===== config.mk =====
export PLATFORM = sky130hd
export DESIGN_NAME = screen_sequencer
export DESIGN_NICKNAME = d
export VERILOG_FILES = /design/src/rtl/screen_sequencer.sv
export SDC_FILE = /design/constraint.sdc
export NUM_CORES = 1
export LEC_CHECK = 0
export ABC_AREA = 0
export BUFFER_PORTS_ARGS = -buffer_cell sky130_fd_sc_hd__buf_2
export CAP_MARGIN = 0
export CORE_MARGIN = 2
export CORE_UTILIZATION = 56
export CTS_CLUSTER_DIAMETER = 40
export DETAILED_ROUTE_END_ITERATION = 10
export GPL_TIMING_DRIVEN = 0
export PLACE_DENSITY_LB_ADDON = 0.05
export SYNTH_ARGS = -nofsm -noshare
export SYNTH_HDL_FRONTEND = slang
export SYNTH_SLANG_ARGS = --single-unit

===== constraint.sdc =====
create_clock -name clk -period 2.86 [get_ports clk]
set_input_delay 0.286 -clock clk [delete_from_list [all_inputs] [get_ports clk]]
set_output_delay 0.286 -clock clk [all_outputs]
set_load 0.01 [all_outputs]

===== src/rtl/screen_sequencer.sv =====
// -----------------------------------------------------------------------------
// screen_sequencer
//
// Game-flow controller for the three-screen display path. It decides which
// screen the display multiplexer shows (welcome / play / game over). It also
// keeps track of lives, level, pause and the win/lose outcome. It issues
// one-cycle start pulses that reinitialise the game objects.
//
// Ports:
//   clk              system clock
//   resetN           asynchronous active-low reset
//   startOfFrame     one-cycle pulse per video frame
//   startKey         debounced start key level, active high
//   pauseKey         debounced pause key level, active high
//   playerDied       one-cycle pulse, player was hit
//   levelCleared     one-cycle pulse, all bubbles destroyed
//   selector[1:0]    0 welcome, 1 play, 2 game over (never 3); this is the
//                    FSM state register itself, so it doubles as state debug
//   livesLeft[2:0]   remaining lives
//   level[3:0]       current level, 0-based
//   paused           play frozen
//   gameActive       selector==1 and !paused
//   win              last game ended by clearing the final level
//   newGamePulse     one cycle on entry to play
//   levelStartPulse  one cycle on entry to each level (including level 0
//                    and restarts after losing a life)
//
// Timing: every output except gameActive is a flop. An input event is
// visible after the next rising clk edge. gameActive is decoded from
// registered state and paused without adding latency.
// -----------------------------------------------------------------------------
module screen_sequencer #(
  parameter int LIVES              = 3,
  parameter int NUM_LEVELS         = 4,
  parameter int WELCOME_MIN_FRAMES = 30,
  parameter int GAMEOVER_FRAMES    = 180
) (
  input  logic       clk,
  input  logic       resetN,
  input  logic       startOfFrame,
  input  logic       startKey,
  input  logic       pauseKey,
  input  logic       playerDied,
  input  logic       levelCleared,
  output logic [1:0] selector,
  output logic [2:0] livesLeft,
  output logic [3:0] level,
  output logic       paused,
  output logic       gameActive,
  output logic       win,
  output logic       newGamePulse,
  output logic       levelStartPulse
);

  // Encoding equals the selector code, so the state register drives the
  // display multiplexer directly.
  typedef enum logic [1:0] {
    ST_WELCOME  = 2'd0,
    ST_PLAY     = 2'd1,
    ST_GAMEOVER = 2'd2
  } state_t;

  localparam logic [2:0] LIVES_INIT  = 3'(LIVES);
  localparam logic [3:0] LAST_LEVEL  = 4'(NUM_LEVELS - 1);
  localparam logic [9:0] WELCOME_MIN = 10'(WELCOME_MIN_FRAMES);
  localparam logic [9:0] GO_HOLD     = 10'(GAMEOVER_FRAMES);
  localparam logic [9:0] FRAME_MAX   = 10'h3FF;

  state_t     state;
  state_t     state_n;
  logic [9:0] frame_cnt;
  logic [9:0] frame_cnt_n;
  logic       start_d;
  logic       pause_d;
  logic       start_rise;
  logic       pause_rise;

  logic [2:0] lives_n;
  logic [3:0] level_n;
  logic       paused_n;
  logic       win_n;
  logic       new_game_n;
  logic       level_start_n;

  // The history registers reset to 0. A key held through reset release
  // therefore reads as one rise on the first cycle.
  assign start_rise = startKey & ~start_d;
  assign pause_rise = pauseKey & ~pause_d;

  // ---------------------------------------------------------------------------
  // Next-state and next-output logic
  // ---------------------------------------------------------------------------
  always_comb begin
    state_n       = state;
    lives_n       = livesLeft;
    level_n       = level;
    paused_n      = 1'b0;
    win_n         = win;
    new_game_n    = 1'b0;
    level_start_n = 1'b0;

    case (state)
      ST_WELCOME: begin
        // Early presses are dropped, not remembered.
        if (start_rise && (frame_cnt >= WELCOME_MIN)) begin
          state_n       = ST_PLAY;
          lives_n       = LIVES_INIT;
          level_n       = 4'd0;
          win_n         = 1'b0;
          new_game_n    = 1'b1;
          level_start_n = 1'b1;
        end
      end

      ST_PLAY: begin
        paused_n = paused ^ pause_rise;
        // Game events are gated by the paused value from before this
        // cycle's toggle. A death takes priority over a clear that arrives
        // in the same cycle.
        if (!paused) begin
          if (playerDied) begin
            if (livesLeft == 3'd1) begin
              lives_n = 3'd0;
              win_n   = 1'b0;
              state_n = ST_GAMEOVER;
            end else begin
              lives_n       = livesLeft - 3'd1;
              level_start_n = 1'b1;
            end
          end else if (levelCleared) begin
            if (level == LAST_LEVEL) begin
              win_n   = 1'b1;
              state_n = ST_GAMEOVER;
            end else begin
              level_n       = level + 4'd1;
              level_start_n = 1'b1;
            end
          end
        end
        // The game-over screen is never shown frozen.
        if (state_n != ST_PLAY) begin
          paused_n = 1'b0;
        end
      end

      ST_GAMEOVER: begin
        if (frame_cnt >= GO_HOLD) begin
          state_n = ST_WELCOME;
        end
      end

      default: begin
        state_n = ST_WELCOME;
      end
    endcase
  end

  // Frame counter restarts on every screen change, so each screen measures
  // its own dwell time from 0.
  always_comb begin
    frame_cnt_n = frame_cnt;
    if (state_n != state) begin
      frame_cnt_n = 10'd0;
    end else if (startOfFrame && (frame_cnt != FRAME_MAX)) begin
      frame_cnt_n = frame_cnt + 10'd1;
    end
  end

  // ---------------------------------------------------------------------------
  // Registers
  // ---------------------------------------------------------------------------
  always_ff @(posedge clk or negedge resetN) begin
    if (!resetN) begin
      state           <= ST_WELCOME;
      frame_cnt       <= 10'd0;
      start_d         <= 1'b0;
      pause_d         <= 1'b0;
      livesLeft       <= 3'd0;
      level           <= 4'd0;
      paused          <= 1'b0;
      win             <= 1'b0;
      newGamePulse    <= 1'b0;
      levelStartPulse <= 1'b0;
    end else begin
      state           <= state_n;
      frame_cnt       <= frame_cnt_n;
      start_d         <= startKey;
      pause_d         <= pauseKey;
      livesLeft       <= lives_n;
      level           <= level_n;
      paused          <= paused_n;
      win             <= win_n;
      newGamePulse    <= new_game_n;
      levelStartPulse <= level_start_n;
    end
  end

  assign selector   = state;
  assign gameActive = (state == ST_PLAY) && !paused;

endmodule


==> results of run 1 <==
[final timing paths]
kind,startpoint,to
hold / removal,pauseKey,pause_d$_DFF_PN0_
setup reg to reg,level[0]$_DFFE_PN0P_,frame_cnt[1]$_DFFE_PN0P_
setup / recovery,level[0]$_DFFE_PN0P_,frame_cnt[1]$_DFFE_PN0P_
min in group asynchronous,resetN,livesLeft[2]$_DFFE_PN0P_
max in group asynchronous,resetN,frame_cnt[9]$_DFFE_PN0P_
hold reg to reg,win$_DFFE_PN0P_,win$_DFFE_PN0P_
[routing by layer]
| layer | track usage | vias to the layer above | share of wire |
|---|---|---|---|
| met5 | 0 | - | 0 |
| met4 | 0.05000 | 0 | 0.0041 |
| met2 | 0.3755 | 25 | 0.50 |
| met3 | 0.02459 | 2 | 0.037 |
| met1 | 0.2990 | 552 | 0.46 |
| li1 | - | 579 | - |
[critical path, stage by stage (launching register included)]
cell,delay (ps)
dfrtp_1,430
ha_1,180
or3b_1,440
o21a_1,220
o31ai_1,380
buf_2,300
a22oi_1,120
[logic make-up (layout without fill, tap and decap cells)]
kind of cell             after synthesis  after routing  synth area share
AO/OA/AOI/OAI                         45             45            0.2268
AND/OR/NAND/NOR                       44             44            0.1860
flip-flops                            25             25            0.4429
buffers and inverters                 15             39           0.04074
adder cells (fa/ha/maj)                5              5           0.04429
XOR/XNOR                               5              5           0.03101
multiplexers                           3              3           0.02834
[final cells by class]
| class | count | share of cell area |
|---|---|---|
| Sequential cell | 25 | 0.3956 |
| Clock buffer | 4 | 0.01661 |
| Buffer | 5 | 0.01266 |
| Timing Repair Buffer | 20 | 0.06646 |
| Tap cell | 30 | 0.02373 |
| Inverter | 10 | 0.02373 |
| Multi-Input combinational cell | 102 | 0.4612 |
[synthesized netlist by cell type, types with 2 or more instances]
library cell	number	area, µm²
o21ai_0	10	50.05
xnor2_1	2	17.52
a21oi_1	13	65.06
mux2_4	2	30.03
ha_1	5	62.56
nor2b_1	4	25.02
nand2_1	8	30.03
xor2_1	3	26.28
nand4_1	3	18.77
nor2_1	5	18.77
clkbuf_1	4	15.01
inv_1	10	37.54
o31ai_1	4	30.03
nand3_1	5	25.02
o211ai_1	2	15.01
dfrtp_1	25	625.6
and3_1	3	18.77
nand3b_1	2	15.01
or3_1	3	18.77
a22oi_1	3	22.52
[power breakdown]
group	internal [mW]	leakage, nW	switching (mW)
Sequential	0.403	0.306	0.0529
Combinational	0.0918	0.409	0.133
Clock	0.0544	0.0150	0.105
[state kept, by name, summed over array words and instances (netlist names)]
| signal | flops |
|---|---|
| frame_cnt | 10 |
| level | 4 |
| livesLeft | 3 |
| selector | 2 |
| levelStartPulse | 1 |
| newGamePulse | 1 |
| pause_d | 1 |
| paused | 1 |
| start_d | 1 |
| win | 1 |
[metrics by stage]
stage / utilization / setup WS, ps / std cells / instance area [µm²]
4_1_cts: 0.6502 / 652.9 / 196 / 1582
2_1_floorplan: - / 862.2 / 142 / 1413
6_report: 0.6502 / 671.7 / 196 / 1582
3_3_place_gp: 0.6353 / 692.9 / 191 / 1545
5_1_grt: 0.6502 / 477.1 / 196 / 1582
3_5_place_dp: 0.6353 / 668.2 / 191 / 1545
==> flow_summary_export.csv, run 1 <==
group,metric,value,unit
hold_path,hp-class,"in2reg",
cts,clk_pin_slew,140,ps
synth,synth_edf_count,0,
cts,clk_path_buf_depth,2,
power,leakage,0.7295,nW
cts,clockRootBuffer,"clkbuf_4",
placed_design,io_buffers,19,
sta,finalHoldViolations,0,
global_routing,grt_pass1_wl,4.767,mm
critical_path,start_kind,"flop",
floorplan,die-area,0.002940,mm²
synth,yosysSeqAreaShare,0.4429,
floorplan,io_pins,21,
sta,setup_viol,0,
synth,synth_cell_types,46,
synth,ys.flop_type,"dfrtp_1",
cts,postCtsSetupRepairBufs,0,
global_routing,grt_pass1_vias,1062,
global_routing,overflow,0,
sta,maxSlewViolCount,0,
placed_design,globalplace.congestion,0.8478,
synth,syn_nets,154,
sta,skew,3.121,ps
critical_path,required,3040,ps
floorplan,start_util,0.5808,
power,ir_drop,0.3771,mV
sta,maxSlewHeadroom,0.4821,
synth,yosysWarnings,0,
critical_path,critPathKind,"reg2reg",
floorplan,die_w,54.23,µm
power,power.density,531.1,mW/mm²
routing,drt_iter0_markers,22,
sta,rsz0062_at_grt,"false",
final_layout,area_growth,11.96,%
synth,ys_seq_elements,25,
cts,cts_max_level,1,
final_layout,num_antenna_cells,0,
global_routing,grt_max_degree,26,
synth,async_flop_share,1.000,
global_routing,antenna_found_initial,0,
final_layout,multi_input_area,729.5,µm²
power,power,0.8399,mW
cts,holdBufCountCts,1,
final_layout,layout_commonest_cell,"dfrtp_1",
synth,synthesis.area,0.001413,mm²
sta,min_period_over_period,0.7651,
routing,drt-total-wl,2.951,mm
critical_path,reg2reg_depth,6,
routing,routed_via_density,5.908,
final_layout,nNetsFinal,179,
sta,final.setup.tns,0,ps
synth,synthCells,142,
final_layout,layout-drive-gt1-share,0.1807,
sta,holdWs,77.93,ps
routing,post_drt_wl_per_cell,15.06,µm
floorplan,num_rows,18,
global_routing,grt_usage,0.2198,
final_layout,final_cell_mix,"25 x dfrtp_1, 20 x buf_2, 13 x a21oi_1, 10 x inv_1, 10 x o21ai_0",
synth,syn_avg_cell_area,9.948,µm²
floorplan,die_h,54.23,µm
routing,via_count,1158,
routing,first_pass_iters,4,
cts,cts_tree,"yes",
final_layout,nFillCells,214,
hold_path,hold_depth,1,
run,cap_violations,0,
floorplan,core_area,0.002432,mm²
sta,max_freq,457.0,MHz
routing,detail-route-antenna-nets,0,
sta,min_period,2188,ps
sta,tightestPinTransition,775.2,ps
cts,cts.sinks,25,
cts,clk_latency,310,ps
run_status,status,"finished clean",
critical_path,critPathArrivalTime,2360,ps
critical_path,reg2reg_setup_slack,670,ps
critical_path,cp-end-kind,"flop",
placed_design,post-dp-hpwl,2.122,mm
cts,cts.repair.resized,0,
final_layout,regArea,625.6,µm²
critical_path,critPathMaxFanout,10,
routing,drc,0,
cts,cts_buffers,3,
Note: power is estimated with default switching activity, not from simulation.
==> inputs of run 2 (changes only) <==
==> constraint.sdc (replaced) <==
create_clock -name clk -period 2.1 [get_ports clk]
set_input_delay 0.21 -clock clk [delete_from_list [all_inputs] [get_ports clk]]
set_output_delay 0.21 -clock clk [all_outputs]
set_load 0.01 [all_outputs]
==> run 2 against run 1 <==
Against the previous run:
- cell area increased by 3.2%
- critical endpoint is now livesLeft[1]$_DFFE_PN0P_
- non-clock buffer count is 3 higher
- combinational power grew 39%
- first-iteration DRC count is 4.5% higher
- critical path depth decreased by 2
- clock skew increased by 2.1 ps
- final cell count up 1.5%
==> flow_summary_export.csv, run 2 (same netlist as run 1, synthesis figures left out) <==
group,metric,value,unit
critical_path,critPathKind,"reg2reg",
sta,skew,5.241,ps
routing,detail-route-antenna-nets,0,
cts,clk_pin_slew,140,ps
routing,post_drt_wl_per_cell,15.42,µm
global_routing,grt-busiest-layer,"met2",
final_layout,area_growth,15.50,%
run,cap_violations,0,
sta,holdWs,260.5,ps
sta,finalHoldViolations,0,
power,leakage,0.7478,nW
floorplan,die-area,0.002940,mm²
final_layout,largest_registers,"frame_cnt (10), level (4), livesLeft (3)",
floorplan,die_h,54.23,µm
critical_path,critPathMaxFanout,5,
global_routing,grt_pass1_wl,4.850,mm
power,p_clk_frac,0.188,
cts,clk_path_buf_depth,2,
sta,maxSlewViolCount,0,
global_routing,overflow,0,
sta,tightestPinTransition,684.2,ps
final_layout,regMostFlops,"frame_cnt",
final_layout,final_cell_mix,"25 x dfrtp_1, 19 x buf_2, 13 x a21oi_1, 10 x inv_1, 10 x o21ai_0",
sta,min_period_over_period,0.9618,
cts,cts_buffers,3,
placed_design,post-dp-hpwl,2.122,mm
hold_path,hp-start,"startOfFrame",
hold_path,hp-class,"in2reg",
global_routing,grt_pass1_vias,1073,
routing,first_pass_iters,4,
final_layout,num_antenna_cells,0,
power,power.share.combinational,0.272,
sta,min_period,2020,ps
sta,setup_viol,0,
final_layout,layout_commonest_cell,"dfrtp_1",
floorplan,die_w,54.23,µm
routing,drt-total-wl,3.069,mm
global_routing,grt_use_met1,0.3077,
critical_path,reg2reg_to,"livesLeft[1]$_DFFE_PN0P_",
floorplan,num_rows,18,
critical_path,critPathArrivalTime,2240,ps
floorplan,io_pins,21,
final_layout,largest_reg_flops,10,
critical_path,start_kind,"flop",
routing,routed_via_density,5.925,
floorplan,core_area,0.002432,mm²
final_layout,layout-drive-gt1-share,0.2012,
global_routing,grt_max_degree,26,
power,internal_power,0.7508,mW
cts,clockRootBuffer,"clkbuf_4",
placed_design,io_buffers,19,
final_layout,nNetsFinal,182,
floorplan,start_util,0.5808,
power,power,1.152,mW
cts,cts_tree,"yes",
global_routing,met3_usage,0.02459,
power,ir_drop,0.5151,mV
placed_design,globalplace.congestion,0.8478,
routing,drc,0,
routing,via_count,1179,
power,p_sw,0.4011,mW
power,seqPwrFrac,0.540,
global_routing,antenna_found_initial,0,
cts,clk_latency,310,ps
sta,final.setup.tns,0,ps
hold_path,holdPathEnd,"frame_cnt[2]$_DFFE_PN0P_",
final_layout,nFillCells,209,
critical_path,required,2320,ps
sta,maxSlewHeadroom,0.5377,
power,swShare,0.3482,
cts,cts_max_level,1,
critical_path,reg2reg_setup_slack,80,ps
sta,max_freq,495.1,MHz
global_routing,grt_usage,0.2245,
critical_path,reg2reg_depth,4,
critical_path,cp-end-kind,"flop",
placed_design,placed_area,0.001545,mm²
run_status,status,"finished clean",
routing,drt_iter0_markers,23,
global_routing,grtUsageMet2,0.3815,
power,power.density,706.0,mW/mm²
final_layout,finish.instance_area,0.001632,mm²
hold_path,hold_depth,3,
sta,rsz0062_at_grt,"false",
cts,cts.sinks,25,
critical_path,r2r-start,"frame_cnt[8]$_DFFE_PN0P_",
run 2: cell count changes in the layout (fill, tap and decap cells not counted), sizes merged:
cell	previous run	this run
buf	20	21
dlygate4sd3	1	3
run 2: final cells by class:
type / count / area, µm² / area share
Tap cell: 30 / 37.54 / 0.02301
Inverter: 10 / 37.54 / 0.02301
Sequential cell: 25 / 625.6 / 0.3834
Buffer: 5 / 22.52 / 0.01380
Multi-Input combinational cell: 102 / 749.5 / 0.4594
Clock buffer: 4 / 26.28 / 0.01610
Timing Repair Buffer: 23 / 132.6 / 0.08129
run 2: power by group through the flow:
stage / clock network (mW) / logic, mW / registers (mW)
4_1_cts: 0.223 / 0.310 / 0.619
3_5_place_dp: 0 / 0.306 / 0.628
2_1_floorplan: 0 / 0.236 / 0.609
6_report: 0.216 / 0.313 / 0.622
5_1_grt: 0.244 / 0.354 / 0.633
3_3_place_gp: 0 / 0.288 / 0.626
run 2: repair_timing:
action	in CTS	in global routing
hold buffers	3	0
gates resized for setup	2	4
endpoints found under the hold margin	27	0
pin swaps	1	0
endpoints found under the setup margin	12	15
setup buffers	1	0
run 2: worst max-delay path by stage:
stage / start / slack (ps) / cells after the start / end
floorplan: frame_cnt[8]$_DFFE_PN0P_ / 100 / 4 / livesLeft[0]$_DFFE_PN0P_
global placement: level[0]$_DFFE_PN0P_ / -70 / 6 / frame_cnt[7]$_DFFE_PN0P_
detailed placement: level[0]$_DFFE_PN0P_ / -90 / 6 / frame_cnt[1]$_DFFE_PN0P_
CTS: frame_cnt[8]$_DFFE_PN0P_ / 2 / 4 / level[2]$_DFFE_PN0P_
global route: frame_cnt[0]$_DFFE_PN0P_ / 10 / 6 / livesLeft[1]$_DFFE_PN0P_
finish: frame_cnt[8]$_DFFE_PN0P_ / 80 / 4 / livesLeft[1]$_DFFE_PN0P_
run 2: routing by layer:
metal / vias up / part of all wire
li1: 583 / -
met1: 572 / 0.46
met2: 22 / 0.51
met3: 2 / 0.033
met4: 0 / 0.0039
met5: - / 0
run 2: critical path, cell delays in order, from the launching register on:
cell      delay (ps)
dfrtp_1          460
or4_4            580
o311ai_4         280
a21boi_4         290
mux2_4           320
run 2: through the flow:
stage	util	setup WS (ps)	instances
floorplan	-	102.2	142
finish	0.6708	80.12	199
global placement	0.6353	-67.14	191
CTS	0.6646	2.459	199
global route	0.6708	14.30	199
detailed placement	0.6353	-91.76	191
==> inputs of run 3 (changes only) <==
--- a/config.mk
+++ b/config.mk
@@ -8,8 +8,10 @@
 export ABC_AREA = 0
 export BUFFER_PORTS_ARGS = -buffer_cell sky130_fd_sc_hd__buf_2
 export CAP_MARGIN = 0
+export CELL_PAD_IN_SITES_DETAIL_PLACEMENT = 0
+export CELL_PAD_IN_SITES_GLOBAL_PLACEMENT = 2
 export CORE_MARGIN = 2
-export CORE_UTILIZATION = 56
+export CORE_UTILIZATION = 35
 export CTS_CLUSTER_DIAMETER = 40
 export DETAILED_ROUTE_END_ITERATION = 10
 export GPL_TIMING_DRIVEN = 0
==> run 3 against run 2 <==
Against the previous run:
- combinational power increased by 1%
- sequential cell count did not move
- register-to-register slack barely moved
- critical path depth unchanged
- sequential power fell by 0.8%
- critical path type unchanged
- critical endpoint unchanged
- largest cell class unchanged
- largest power group unchanged
- highest routed layer unchanged
==> flow_summary_export.csv, run 3 (same netlist as run 1, synthesis figures left out) <==
group,metric,value,unit
global_routing,antenna_found_initial,0,
critical_path,cp-end-kind,"flop",
cts,clk_pin_slew,90,ps
cts,cts.sinks,25,
cts,cts_tree,"yes",
sta,min_period_over_period,0.9555,
routing,drc,0,
global_routing,grt_max_degree,26,
floorplan,num_rows,23,
final_layout,final_cell_mix,"25 x dfrtp_1, 19 x buf_2, 13 x a21oi_1, 10 x inv_1, 10 x o21ai_0",
floorplan,die_h,67.53,µm
global_routing,grt_pass1_vias,1146,
routing,routed_via_density,5.290,
sta,skew,1.630,ps
sta,finalHoldViolations,0,
sta,setup_viol,0,
sta,maxSlewViolCount,0,
sta,maxSlewHeadroom,0.5891,
final_layout,num_antenna_cells,0,
power,swShare,0.3354,
global_routing,overflow,0,
floorplan,start_util,0.3583,
power,p_clk_frac,0.235,
final_layout,regMostFlops,"frame_cnt",
power,power.share.combinational,0.260,
run,cap_violations,0,
power,internal_power,0.8117,mW
routing,first_pass_iters,4,
power,power.density,733.4,mW/mm²
placed_design,dp_cells,211,
routing,drt-total-wl,3.187,mm
sta,rsz0062_at_grt,"false",
cts,clk_path_buf_depth,2,
cts,clockRootBuffer,"clkbuf_8",
routing,post_drt_wl_per_cell,14.69,µm
cts,clk_latency,260,ps
sta,holdWs,52.68,ps
run_status,status,"finished clean",
routing,detail-route-antenna-nets,0,
final_layout,nFillCells,406,
power,leakage,0.7446,nW
final_layout,fin_util,0.4224,
floorplan,io_pins,21,
critical_path,r2r-start,"frame_cnt[8]$_DFFE_PN0P_",
final_layout,largest_reg_flops,10,
floorplan,core_area,0.003943,mm²
power,seqPwrFrac,0.505,
sta,max_freq,498.3,MHz
hold_path,hp-class,"in2reg",
critical_path,critPathArrivalTime,2160,ps
final_layout,regArea,625.6,µm²
final_layout,layout_commonest_cell,"dfrtp_1",
global_routing,grt_usage,0.1608,
critical_path,required,2260,ps
global_routing,grt_pass1_wl,5.478,mm
floorplan,die-area,0.004560,mm²
hold_path,hp-start,"startKey",
routing,drt_iter0_markers,106,
critical_path,critPathMaxFanout,5,
final_layout,largest_registers,"frame_cnt (10), level (4), livesLeft (3)",
final_layout,stdcell_count,217,
cts,cts_max_level,1,
final_layout,nNetsFinal,180,
power,p_sw,0.4096,mW
sta,tightestPinTransition,608.1,ps
final_layout,area_growth,17.89,%
final_layout,multi_input_area,755.7,µm²
routing,via_count,1148,
placed_design,dp_slack,-143.8,ps
final_layout,layout-drive-gt1-share,0.2156,
floorplan,die_w,67.53,µm
placed_design,post-dp-hpwl,2.315,mm
critical_path,crit_start,"frame_cnt[8]$_DFFE_PN0P_",
cts,cts_buffers,3,
sta,min_period,2007,ps
power,ir_drop,0.3437,mV
critical_path,start_kind,"flop",
sta,setup_slack,93.35,ps
critical_path,critPathKind,"reg2reg",
placed_design,globalplace.congestion,0.8134,
placed_design,io_buffers,19,
## run 3: changes by cell type in the layout (fill, tap and decap cells not counted), sizes merged
cell | before | now
dlygate4sd3 | 3 | 1
## run 3: stage by stage
step	TNS [ps]	power, mW	area, µm²
global route	0	1.329	1665
floorplan	0	0.8454	1413
finish	0	1.221	1665
detailed placement	-1266	0.9357	1570
global placement	-1177	0.9287	1570
CTS	0	1.235	1644
## run 3: power by group through the flow
| stage | logic, mW | clock network [mW] | registers [mW] |
|---|---|---|---|
| after detailed placement | 0.308 | 0 | 0.628 |
| after global placement | 0.300 | 0 | 0.629 |
| final | 0.317 | 0.287 | 0.617 |
| after global routing | 0.362 | 0.333 | 0.635 |
| after CTS | 0.316 | 0.301 | 0.618 |
| after floorplan | 0.236 | 0 | 0.609 |
## run 3: path summary, 6_finish.rpt
path	to	slack (ps)	cells past startpoint
max reg2reg	livesLeft[1]$_DFFE_PN0P_	90	4
min in group asynchronous	livesLeft[0]$_DFFE_PN0P_	470	2
max	livesLeft[1]$_DFFE_PN0P_	90	4
max in group asynchronous	level[3]$_DFFE_PN0P_	1240	2
min	start_d$_DFF_PN0_	50	1
min reg2reg	win$_DFFE_PN0P_	490	1
## run 3: cell type report
cell class                 instances  area share
multi-input combinational        102      0.4538
clock buffer                       4     0.02705
tap                               50     0.03757
timing repair buffer              21     0.06762
sequential                        25      0.3757
buffer                             5     0.01578
inverter                          10     0.02254
## run 3: what timing repair did
item	in CTS	in global routing
setup buffers	1	0
pin swaps	1	0
hold endpoints to repair	25	0
hold buffers	1	0
setup endpoints to repair	16	13
resized for setup	4	5
## run 3: worst max-delay path, cell delays in order (launching register included)
cell and delay, ps:
dfrtp_1 440, or4_4 590, o311ai_4 260, a21boi_4 290
mux2_4 320
## run 3: per-layer routing
layer | GRT usage | vias to the layer above | part of all wire | wire length (µm)
li1 | - | 578 | - | -
met1 | 0.2050 | 546 | 0.46 | 1453
met2 | 0.2647 | 20 | 0.49 | 1554
met3 | 0.03333 | 4 | 0.045 | 142
met4 | 0.06378 | 0 | 0.012 | 38
met5 | 0 | - | 0 | 0
